===== src/rtl/uno_seq.sv =====
// Unary-op sequencer: drives var-gen and steps the MAC through a Horner polynomial.
// Optional abort port is enabled by defining UNO_SEQ_ABORT_EN.
module uno_seq #(
    parameter int MUL_BW   = 16,
    parameter int TERM_NUM = 8,
    parameter int TERM_BW  = 3
) (
    input  logic              clk,
    input  logic              rst_n,
    input  logic              req_vld_i,
    output logic              req_rdy_o,
    input  logic [1:0]        req_op_i,
    input  logic [MUL_BW-1:0] req_x_i,
    output logic [1:0]        gemm_uno_o,
    output logic [MUL_BW-1:0] var_x_o,
    output logic              mac_clr_o,
    output logic              mac_en_o,
    output logic [TERM_BW-1:0] coef_idx_o,
    input  logic [MUL_BW-1:0] acc_i,
    output logic              rsp_vld_o,
    input  logic              rsp_rdy_i,
    output logic [MUL_BW-1:0] rsp_data_o,
    output logic              rsp_err_o,
`ifdef UNO_SEQ_ABORT_EN
    input  logic              abort_i,
`endif
    output logic              busy_o
);

    typedef enum logic [2:0] {
        S_IDLE,
        S_VAR,
        S_ITER,
        S_DRAIN,
        S_RESP
    } state_e;

    state_e              state_q, state_d;
    logic [TERM_BW-1:0]  cnt_q, cnt_d;
    logic [1:0]          op_q, op_d;
    logic [MUL_BW-1:0]   x_q, x_d;
    logic [MUL_BW-1:0]   data_q, data_d;
    logic                err_q, err_d;
    logic                vld_q, vld_d;
    logic                mac_clr;
    logic                mac_en;
    logic [TERM_BW-1:0]  idx;

    always_comb begin
        state_d = state_q;
        cnt_d   = cnt_q;
        op_d    = op_q;
        x_d     = x_q;
        data_d  = data_q;
        err_d   = err_q;
        mac_clr = 1'b0;
        mac_en  = 1'b0;
        idx     = '0;

        unique case (state_q)
            S_IDLE: begin
                if (req_vld_i) begin
                    op_d = req_op_i;
                    x_d  = req_x_i;
                    if (req_op_i == 2'b00) begin
                        // gemm is not a unary op: answer with an error, leave the MAC alone
                        state_d = S_RESP;
                        data_d  = '0;
                        err_d   = 1'b1;
                    end else begin
                        state_d = S_VAR;
                    end
                end
            end
            S_VAR: begin
                mac_clr = 1'b1;
                cnt_d   = TERM_BW'(TERM_NUM - 1);
                state_d = S_ITER;
            end
            S_ITER: begin
                mac_en = 1'b1;
                idx    = cnt_q;
                if (cnt_q == '0) begin
                    state_d = S_DRAIN;
                end else begin
                    cnt_d = cnt_q - TERM_BW'(1);
                end
            end
            S_DRAIN: begin
                data_d  = acc_i;
                err_d   = 1'b0;
                state_d = S_RESP;
            end
            S_RESP: begin
                if (rsp_rdy_i) begin
                    state_d = S_IDLE;
                end
            end
            default: begin
                state_d = S_IDLE;
            end
        endcase

`ifdef UNO_SEQ_ABORT_EN
        // Abort beats everything in the MAC-owning states, including the last term
        if (abort_i && (state_q == S_VAR || state_q == S_ITER ||
                        state_q == S_DRAIN)) begin
            state_d = S_IDLE;
            cnt_d   = '0;
            data_d  = data_q;
            err_d   = err_q;
            mac_clr = 1'b1;
            mac_en  = 1'b0;
            idx     = '0;
        end
`endif

        vld_d = (state_d == S_RESP);
    end

    always_ff @(posedge clk or negedge rst_n) begin
        if (!rst_n) begin
            state_q <= S_IDLE;
            cnt_q   <= '0;
            op_q    <= '0;
            x_q     <= '0;
            data_q  <= '0;
            err_q   <= 1'b0;
            vld_q   <= 1'b0;
        end else begin
            state_q <= state_d;
            cnt_q   <= cnt_d;
            op_q    <= op_d;
            x_q     <= x_d;
            data_q  <= data_d;
            err_q   <= err_d;
            vld_q   <= vld_d;
        end
    end

    assign req_rdy_o  = (state_q == S_IDLE);
    assign busy_o     = (state_q != S_IDLE);
    assign gemm_uno_o = op_q;
    assign var_x_o    = x_q;
    assign mac_clr_o  = mac_clr;
    assign mac_en_o   = mac_en;
    assign coef_idx_o = idx;
    assign rsp_vld_o  = vld_q;
    assign rsp_data_o = data_q;
    assign rsp_err_o  = err_q;

endmodule


===== config.mk =====
export PLATFORM = sky130hd
export DESIGN_NAME = uno_seq
export DESIGN_NICKNAME = d
export VERILOG_FILES = /design/src/rtl/uno_seq.sv
export SDC_FILE = /design/constraint.sdc
export NUM_CORES = 1
export LEC_CHECK = 0
export CAP_MARGIN = 20
export CORE_ASPECT_RATIO = 0.5
export CORE_MARGIN = 4
export CORE_UTILIZATION = 42
export CTS_BUF_LIST = sky130_fd_sc_hd__clkbuf_4
export CTS_CLUSTER_SIZE = 40
export DETAILED_ROUTE_END_ITERATION = 6
export PLACE_DENSITY_LB_ADDON = 0.08
export SLEW_MARGIN = 0
export SYNTH_ARGS = -nofsm -noshare
export SYNTH_HDL_FRONTEND = slang
export SYNTH_SLANG_ARGS = --single-unit

===== constraint.sdc =====
create_clock -name clk -period 2.3 [get_ports clk]
set_input_delay 0.46 -clock clk [delete_from_list [all_inputs] [get_ports clk]]
set_output_delay 0.46 -clock clk [all_outputs]
set_load 0.1 [all_outputs]

## After elaboration in Yosys (flattened, before gate mapping)

Cells that the tools add are included.

| cells by class | value |
|---|---|
| reduce and logical (&&, ||, !) cells | 9 |
| muxes and demuxes | 16 |
| eq/ne operators | 8 |
| add/sub/neg operators | 1 |

Operators with widths:

| cell | count |
|---|---|
| $mux 16 | 2 |
| $pmux 16 s2 | 1 |
| $mux 3 | 6 |
| $pmux 3 s5 | 1 |
| $eq 3x2->1 const B | 2 |
| $eq 3x3->1 const B | 2 |
| $logic_not 3->1 | 2 |
| $pmux 3 s2 | 1 |
| $mux 1 | 4 |
| $ne 2x2->1 const B | 2 |
| $reduce_and 2->1 | 2 |
| $reduce_bool 2->1 | 2 |
| $eq 3x1->1 const B | 1 |
| $reduce_and 3->1 | 1 |
| $reduce_bool 3->1 | 1 |
| $sub 3x1->3 const B | 1 |
| $logic_not 2->1 | 1 |
| $ne 2x1->1 const B | 1 |
| $pmux 1 s2 | 1 |

| storage, ports and cells | value |
|---|---|
| bits of input ports | 38 |
| flip-flop bits (word level) | 42 |
| output and inout port bits | 43 |
| logic and storage cells | 41 |

## Depth between registers and ports, before layout

| logic depth | value |
|---|---|
| word-level depth | 5 |
| mapped depth | 5 |
| gate-level depth less buffers | 5 |

## Worst setup path before layout

No wires, ideal clock.

| timing path | value |
|---|---|
| path kind | register to output |
| start point | register state_q[0] |
| end point | output port mac_clr_o |
| data arrival time | 2848 ps |
| stages on the path, launching flop included | 3 |
| slack | -1008 ps |
| path buffers | 1 |
| required time | 1840 ps |
| cell sequence | dfrtp_1 buf_2 nor3b_1 |

| between the ends | value |
|---|---|
| word-level cells in the longest chain between the ends | 2 |

Ends and longest elaborated chain:

| item | line | text |
|---|---|---|
| start, declared | 38 | `state_e state_q, state_d;` |
| start signal, assigned | 131 | `state_q <= state_d;` |
| $eq 3x1->1 | 60 | `unique case (state_q)` |
| $mux 1 | 60 |  |
| end, declared | 16 | `output logic mac_clr_o,` |

Every way passes these cells.

## Worst setup path in the final report

| timing path | value |
|---|---|
| start point | register state_q[2] |
| end point | output port req_rdy_o |

| between the ends | value |
|---|---|
| word-level cells in the longest chain between the ends | 1 |

Ends and longest elaborated chain:

| item | line | text |
|---|---|---|
| $logic_not 3->1 | 141 | `assign req_rdy_o = (state_q == S_IDLE);` |
| end, declared | 11 | `output logic req_rdy_o,` |

Every way passes these cells.

==> metrics <==
Max Clk Rate about 470 MHz; Yosys reg bits 42; met3 wire length 325 um; number of setup buffers added after CTS 0; mapped cell area 1770 um^2; Routed WL per cell between 10 and 15 um; Place WS about 190 ps; met2 WL 1880 um; most frequent cells in the layout 41 x dfrtp_1, 41 x buf_4, 36 x clkdlybuf4s50_1, 17 x nand2_1, 16 x o2bb2ai_1; Port Buf Inserts 80; placed instance count ~270; Cell variety after synth 26; kind of critical path reg2out; Vias per Instance 4.85; Total GRT Usage 15.6%; drt initial violations 32; RSZ-0062 raised after global routing no; crit path capture type primary output; Least-Margin Pin Slew roughly 670 ps; routability cong. 0.673; Data required, critical path roughly 1800 ps; residual DRC count 0; max_slew headroom ~55%; register area share after synthesis 59.5%; share of cells above drive strength 1 39.3%; Critical Path AT 1680 ps; Max Cap Viol 0; P&R area growth vs syn 54.5%; syn_area_per_cell 13.5 um^2; antenna violations before repair 0; largest net degree at the start of global routing 32; Most used DFF post-synth dfrtp_1; IO Pins 81; # diodes 0; vias in the first global route 1347; Ys Warns 0; die area 5370 um^2; total congestion overflow 0; Crit. Startpoint state_q[2]; clock sink count 42; Die Height 53.8 um; Routed Antenna Nets 0; row cnt 16; post-route clock period utilization 93.1%; first-pass GRT wire length 6330 um; # setup viols final 0; Final Hold Viols 0; Routed WL 3970 um; crit path max fanout 7; DP Area 2650 um^2; clk buf depth 2; H-tree depth 2; Synth Net Count 171; wl on met1 1730 um; Critical Path Source Type register; Starting Density 44.3%; PostCTS Resize Cnt 0; worst setup margin 159 ps; Root Driver clkbuf_4; hold slack 125 ps; Final Max Tran Viols 0; Top Layer Used met4; CTS tree yes; fin area 2730 um^2; first-pass iteration count of the detailed router 4; DR vias 1323; Layout Nets roughly 260; Cell Count, Final, Fillers Out 273; clock buffers created by TritonCTS 5; Clock Latency Late Sink between 300 and 400 ps; die span in x between 90 and 100 um; Final min period 2140 ps; hold_buf cts 0; core box area 3980 um^2; FF-to-FF Start state_q[2]; status finished clean; HPWL after detailed placement 3030 um; async set-or-reset flop fraction in the synthesized netlist 100%; EDFF count, synth 0; worst min-delay path class in2async; Worst Skew 15.6 ps; clock-pin slew on the worst setup and hold paths 120 ps; Mapped Cells 131
[Yosys cell counts (2+ instances only)]
library cell	instances	area, um^2
and2_1	3	18.8
clkbuf_1	2	7.51
nand2_1	17	63.8
dfrtp_1	42	1050
buf_6	2	22.5
nor2_1	5	18.8
mux2_2	9	101
or3_1	3	18.8
o21ai_0	2	10.0
inv_1	4	15.0
ha_1	2	25.0
mux2i_1	2	20.0
nand3b_1	2	15.0
mux2_4	9	135
o2bb2ai_1	16	140
[registers in the layout (all words and copies together), names as in the netlist]
signal	count
cnt_q	3
gemm_uno_o	2
rsp_data_o	16
rsp_err_o	1
rsp_vld_o	1
state_q	3
var_x_o	16
[metrics by stage]
step,utilization (%),TNS (ps)
floorplan,-,-758
global placement,66.4,0
global route,68.5,0
detailed placement,66.4,0
finish,68.5,0
CTS,68.5,0
[area by class of cell]
type | count | area (um^2)
inverter | 4 | 18.8
tap | 54 | 67.6
clock inverter | 1 | 30.0
fill | 300 | 1260
sequential | 42 | 1050
multi-input combinational | 79 | 673
timing repair buffer | 86 | 833
clock buffer | 7 | 52.6
[critical path, cell delays in order (launching register included)]
cell	delay (ps)
dfrtp_2	480
or3_2	560
clkinvlp_4	120
buf_12	170
[final timing paths]
kind                                   to  slack [ps]  cells past startpoint
setup reg to reg              var_x_o[12]         560                      3
hold / removal                 var_x_o[8]         130                      1
max in group asynchronous  rsp_data_o[14]        1580                      2
hold reg to reg                var_x_o[4]         520                      1
setup / recovery                req_rdy_o         160                      3
min in group clk               var_x_o[4]         520                      1
[cells by family (layout without fill, tap and decap cells)]
kind of cell,Yosys count,after routing,share of synthesized area [%]
compound gates,21,21,9.92
fa+ha+maj,2,2,1.42
simple gates,36,36,11.3
mux,20,20,14.5
flops,42,42,59.5
buf+inv,10,98,3.26
[layer usage]
metal	vias to the layer above	GRT usage (%)
met5	-	0
met4	0	5.44
met3	4	5.56
met2	51	27.2
met1	630	18.4
li1	638	-
Power is left out: the tool's default activity adds up to more than one toggle a clock period on the data nets, which glitch-free logic cannot reach.
